File: config.mk
export PLATFORM = sky130hd
export DESIGN_NAME = alu_share_arbiter
export DESIGN_NICKNAME = d
export VERILOG_FILES = /design/src/rtl/alu_share_arbiter.sv
export SDC_FILE = /design/constraint.sdc
export NUM_CORES = 1
export LEC_CHECK = 0
export BUFFER_PORTS_ARGS = -buffer_cell sky130_fd_sc_hd__buf_2
export CORE_MARGIN = 3
export CORE_UTILIZATION = 52
export CTS_CLUSTER_DIAMETER = 200
export CTS_CLUSTER_SIZE = 28
export DETAILED_ROUTE_END_ITERATION = 7
export PLACE_DENSITY = 0.81
export SLEW_MARGIN = 20
export SYNTH_ARGS = -nofsm -noshare
export SYNTH_HDL_FRONTEND = slang
export SYNTH_SLANG_ARGS = --single-unit
File: constraint.sdc
create_clock -name clk -period 3.8 [get_ports clk]
set_input_delay 0.19 -clock clk [delete_from_list [all_inputs] [get_ports clk]]
set_output_delay 0.19 -clock clk [all_outputs]
set_load 0.005 [all_outputs]
File: src/rtl/alu_share_arbiter.sv
// rtl/alu_share_arbiter.sv - round-robin sharing of one combinational mini ALU between two requesters
// Sequences accept -> drive operands for ALU_LAT cycles -> hold result until the owner consumes it.
module alu_share_arbiter #(
  parameter int WIDTH   = 3,
  parameter int ALU_LAT = 1
) (
  input  logic             clk,
  input  logic             rst_n,
  input  logic             req0_valid,
  output logic             req0_ready,
  input  logic [1:0]       req0_op,
  input  logic [WIDTH-1:0] req0_a,
  input  logic [WIDTH-1:0] req0_b,
  output logic             rsp0_valid,
  input  logic             rsp0_ready,
  output logic [WIDTH-1:0] rsp0_g,
  output logic             rsp0_carry,
  input  logic             req1_valid,
  output logic             req1_ready,
  input  logic [1:0]       req1_op,
  input  logic [WIDTH-1:0] req1_a,
  input  logic [WIDTH-1:0] req1_b,
  output logic             rsp1_valid,
  input  logic             rsp1_ready,
  output logic [WIDTH-1:0] rsp1_g,
  output logic             rsp1_carry,
  output logic             alu_s1,
  output logic             alu_s0,
  output logic [WIDTH-1:0] alu_a,
  output logic [WIDTH-1:0] alu_b,
  input  logic [WIDTH-1:0] alu_g,
  input  logic             alu_carry
);

  typedef enum logic [1:0] {
    IDLE  = 2'd0,
    DRIVE = 2'd1,
    RESP  = 2'd2
  } state_t;

  localparam logic [3:0] CNT_LOAD = 4'(ALU_LAT - 1);

  state_t           state_q, state_d;
  logic             rr_q, rr_d;
  logic [3:0]       cnt_q, cnt_d;
  logic [1:0]       op_q, op_d;
  logic [WIDTH-1:0] a_q, a_d;
  logic [WIDTH-1:0] b_q, b_d;
  logic             owner_q, owner_d;
  logic [WIDTH-1:0] g0_q, g0_d;
  logic [WIDTH-1:0] g1_q, g1_d;
  logic             c0_q, c0_d;
  logic             c1_q, c1_d;
  logic             grant0, grant1;

  always_ff @(posedge clk or negedge rst_n) begin
    if (!rst_n) begin
      state_q <= IDLE;
      rr_q    <= 1'b0;
      cnt_q   <= 4'd0;
      op_q    <= 2'd0;
      a_q     <= '0;
      b_q     <= '0;
      owner_q <= 1'b0;
      g0_q    <= '0;
      g1_q    <= '0;
      c0_q    <= 1'b0;
      c1_q    <= 1'b0;
    end else begin
      state_q <= state_d;
      rr_q    <= rr_d;
      cnt_q   <= cnt_d;
      op_q    <= op_d;
      a_q     <= a_d;
      b_q     <= b_d;
      owner_q <= owner_d;
      g0_q    <= g0_d;
      g1_q    <= g1_d;
      c0_q    <= c0_d;
      c1_q    <= c1_d;
    end
  end

  always_comb begin
    state_d    = state_q;
    rr_d       = rr_q;
    cnt_d      = cnt_q;
    op_d       = op_q;
    a_d        = a_q;
    b_d        = b_q;
    owner_d    = owner_q;
    g0_d       = g0_q;
    g1_d       = g1_q;
    c0_d       = c0_q;
    c1_d       = c1_q;
    req0_ready = 1'b0;
    req1_ready = 1'b0;
    rsp0_valid = 1'b0;
    rsp1_valid = 1'b0;
    alu_s1     = 1'b0;
    alu_s0     = 1'b0;
    alu_a      = '0;
    alu_b      = '0;
    // On contention the port equal to the pointer wins; a lone requester always wins.
    grant0     = req0_valid && (!req1_valid || !rr_q);
    grant1     = req1_valid && (!req0_valid || rr_q);

    case (state_q)
      IDLE: begin
        // Ready is combinational, so it is forced low while reset is held.
        req0_ready = rst_n && grant0;
        req1_ready = rst_n && grant1;
        if (grant0 || grant1) begin
          owner_d = grant1;
          op_d    = grant1 ? req1_op : req0_op;
          a_d     = grant1 ? req1_a  : req0_a;
          b_d     = grant1 ? req1_b  : req0_b;
          cnt_d   = CNT_LOAD;
          state_d = DRIVE;
        end
      end
      DRIVE: begin
        alu_s1 = op_q[1];
        alu_s0 = op_q[0];
        alu_a  = a_q;
        alu_b  = b_q;
        if (cnt_q == 4'd0) begin
          if (owner_q) begin
            g1_d = alu_g;
            c1_d = alu_carry;
          end else begin
            g0_d = alu_g;
            c0_d = alu_carry;
          end
          state_d = RESP;
        end else begin
          cnt_d = cnt_q - 4'd1;
        end
      end
      RESP: begin
        // The pointer moves only when a response completes, giving 0,1,0,1 under load.
        if (owner_q) begin
          rsp1_valid = 1'b1;
          if (rsp1_ready) begin
            rr_d    = 1'b0;
            state_d = IDLE;
          end
        end else begin
          rsp0_valid = 1'b1;
          if (rsp0_ready) begin
            rr_d    = 1'b1;
            state_d = IDLE;
          end
        end
      end
      default: state_d = IDLE;
    endcase
  end

  assign rsp0_g     = g0_q;
  assign rsp0_carry = c0_q;
  assign rsp1_g     = g1_q;
  assign rsp1_carry = c1_q;

endmodule

==> flow_summary.rst <==
.. list-table::
   :header-rows: 1

   * - Metric
     - Value
   * - Final Util
     - 68.3%
   * - Area contributors post-synth
     - sky130_fd_sc_hd__dfrtp_1 (47%), sky130_fd_sc_hd__o21ai_0 (4.7%), sky130_fd_sc_hd__mux2_4 (4.7%)
   * - Reg2reg end
     - rsp1_g[2]
   * - Clk Latency, worst-skew pair
     - 0.31 ns
   * - Share of flip-flops with an asynchronous set or reset
     - 100%
   * - Number of CTS-inserted buffers
     - 3
   * - Port Buf Inserts
     - 45
   * - Most instantiated library cell after synthesis
     - sky130_fd_sc_hd__dfrtp_1
   * - Net total in the final layout
     - 196
   * - Commonest cells in the netlist
     - sky130_fd_sc_hd__dfrtp_1 (24), sky130_fd_sc_hd__o21ai_0 (12), sky130_fd_sc_hd__a31oi_1 (9)
   * - Number of distinct library cell variants in the gate-level netlist after synthesis
     - 35
   * - Final Critical Period
     - 2.01 ns
   * - HPWL reported at the end of detailed placement
     - 2240 µm
   * - Vertical die dimension
     - 55.4 µm
   * - Synthesized area divided by synthesized cell count
     - 10.3 µm²
   * - Adder and majority gate portion of the synthesized area
     - 1.97%
   * - Global-route total usage across every layer
     - 20.6%
   * - Destination of the worst hold path
     - rsp1_carry
   * - Met2 track demand over resource
     - 35.1%
   * - TritonCTS clock tree
     - yes
   * - Compound-Gate Fraction of Synth Area
     - 16.8%
   * - XOR/XNOR share of the synthesized area
     - 0%
   * - Number of gates given a new drive strength after cts
     - 0
   * - Reg2Reg Launch Point
     - cnt_q[0]
   * - Via/cell ratio
     - 5.86
   * - Avg WL per Cell
     - 15.1 µm
   * - Clock tree sinks
     - 24
   * - Wire length after detailed routing
     - 2940 µm
   * - Fraction of synthesized area in multiplexers
     - 9.96%
   * - Post-Syn Area
     - 1270 µm²
   * - Layout cells sized above 1
     - 39.5%
   * - Gate count after technology mapping
     - 123
   * - Class of the tightest hold or removal check
     - primary input to flip-flop
   * - Number of DRC markers in iteration 0
     - 48
   * - Main combinational cell family by area after synthesis
     - simple AND/OR/NAND/NOR gates
   * - Root buffer cell
     - sky130_fd_sc_hd__clkbuf_4
   * - Number of max-cap violations
     - 0
   * - Maximum net fanout on the critical path
     - 12
   * - Total number of yosys warnings
     - 0
   * - Global routing usage on met3
     - 2.80%
   * - Initial core utilization
     - 56.3%
   * - Worst-margin pin slew
     - 0.781 ns
   * - Congestion Overflow GR
     - 0
   * - Clk buf depth
     - 2
   * - Signal arrival time at the worst endpoint
     - 1.82 ns
   * - Worst vdd rail ir drop
     - 0.398 mV
   * - Number of enable flip-flop cells after synthesis
     - 0
   * - CTS clk-pin slew, worst paths
     - 0.13 ns
   * - Count of inserted antenna diode cells
     - 0
   * - RSZ-0062 raised after global routing
     - no
   * - FF+latch count, synth
     - 24
   * - Endpoint required time on the critical path
     - 3.61 ns
   * - Max Fclk
     - 498 MHz
   * - Overall via count from detail_route
     - 1143
   * - Hold path depth
     - 2
   * - Placer's final routability congestion estimate
     - 0.804
   * - Antenna viol nets, final
     - 0
   * - Headroom to the max-slew limit
     - 47.7%
   * - Setup Skew
     - 0.00669 ns
   * - GR peak layer
     - met2
   * - Largest net degree at the start of global routing
     - 27
   * - H-tree levels
     - 1
   * - Drt drc
     - 0
   * - Register-to-Register Setup Slack
     - 2.01 ns
   * - Status
     - finished clean
   * - Fraction of post-synthesis cell area in the top cell type by area
     - 47.3%
   * - Final sum of negative setup slack
     - 0 ns
   * - Initial antenna violation count
     - 0
   * - Biggest area consumer among synthesized cells
     - sky130_fd_sc_hd__dfrtp_1
   * - Area of the core region
     - 2250 µm²
   * - Worst r2r path cells
     - 5
   * - I/O pin total
     - 46
   * - Met1 usage
     - 27.0%
   * - Lkg Pwr
     - 0.741 nW
   * - Number of endpoints failing setup at the final stage
     - 0
   * - Main synth FF type
     - sky130_fd_sc_hd__dfrtp_1
   * - X dimension of the die
     - 55.4 µm
   * - Area of the die
     - 3070 µm²
   * - Portion of the post-synthesis area used by sequential elements
     - 47.3%
   * - Pwr per Cell Area
     - 744 nW/µm²
   * - Layout overhead on the synthesized area
     - 21.3%
   * - Hold Fails Final Rpt
     - 0
   * - Wire length of the first global-routing pass
     - 5200 µm
   * - Worst setup EP type
     - output port
   * - Synth Net Count
     - 151
   * - Count of final max-slew check failures
     - 0
   * - Element type at the critical path start
     - flip-flop
   * - Number of placement rows
     - 17
   * - Number of iterations in the first detailed-routing pass
     - 4
   * - Simple-gate share of the synthesized area
     - 19.6%
   * - Via count of the first global-routing pass
     - 1102
   * - Hold Path Origin
     - alu_carry
   * - CP Class
     - flip-flop to output port
   * - Tcrit/Tclk final
     - 52.9%
-- worst max-delay path by stage --
stage	startpoint	to	slack, ns	cells after the start
3_3_place_gp	cnt_q[0]	rsp1_g[2]	2.14	5
6_report	state_q[1]	req1_ready	1.79	4
5_1_grt	state_q[1]	req1_ready	1.58	4
2_1_floorplan	cnt_q[0]	rsp1_carry	2.22	6
4_1_cts	state_q[1]	req1_ready	1.82	4
3_5_place_dp	cnt_q[0]	rsp1_g[2]	2.02	5
-- through the flow --
step | power [mW] | cells | area [µm²] | hold slack [ns] | setup WS [ns]
2_1_floorplan | 0.832 | 123 | 1270 | -0.106 | 2.22
3_3_place_gp | 0.986 | 190 | 1490 | 0.194 | 2.14
3_5_place_dp | 1.02 | 190 | 1490 | 0.207 | 2.02
4_1_cts | 1.15 | 195 | 1540 | 0.112 | 1.82
5_1_grt | 1.25 | 195 | 1540 | 0.109 | 1.58
6_report | 1.14 | 195 | 1540 | 0.119 | 1.79
-- layout by cell type, fill, tap and decap left out, drive strengths merged, types with 5 or more instances in the layout --
cell	synthesis	routed
inv	5	5
a21oi	8	8
and2	8	8
o21ai	12	12
nand3	8	8
a31oi	9	9
dfrtp	24	24
buf	4	45
mux2	9	9
-- area by class of cell --
type                    count  area [µm²]
flip-flops and latches     24         601
repair buffers             46         235
fillers                   184         716
inverters                   5        18.8
well taps                  28        35.0
multi-input cells          88         613
clock buffers               4        36.3
-- registers in the layout, indices dropped and copies added (netlist names) --
| name | flops |
|---|---|
| rsp1_g | 3 |
| rsp0_g | 3 |
| cnt_q | 4 |
| b_q | 3 |
| op_q | 2 |
| state_q | 2 |
| a_q | 3 |
| owner_q | 1 |
| rr_q | 1 |
| rsp1_carry | 1 |
| rsp0_carry | 1 |
-- layer usage --
metal / share of wire (%) / wire (µm) / vias to the layer above
met3: 6.8 / 201 / 2
met1: 42 / 1230 / 565
li1: - / - / 530
met4: 0.58 / 17 / 0
met2: 51 / 1490 / 46
met5: 0 / 0 / -
-- cells by family after synthesis --
kind of cell | count (synthesis)
muxes | 10
adders and majority gates | 2
AOI/OAI and AO/OA | 36
DFF | 24
and+or+nand+nor | 40
buffers and inverters | 11
-- worst max-delay path, cell delays in order (launching register included) --
cell	delay (ns)
sky130_fd_sc_hd__dfrtp_1	0.48
sky130_fd_sc_hd__nor2_1	0.63
sky130_fd_sc_hd__nand2_1	0.12
sky130_fd_sc_hd__nor3_1	0.15
sky130_fd_sc_hd__buf_2	0.14
-- where the power goes --
group	leakage, nW	internal (mW)	switching, mW
clock	0.0210	0.0585	0.0745
combinational	0.440	0.283	0.262
sequential	0.280	0.378	0.0891
total	0.741	0.719	0.426
-- timing repair --
item                                   CTS  global route
setup buffers                            0             0
hold buffers                             1             0
endpoints found under the hold margin   24             0
Note: power is estimated with default switching activity, not from simulation.
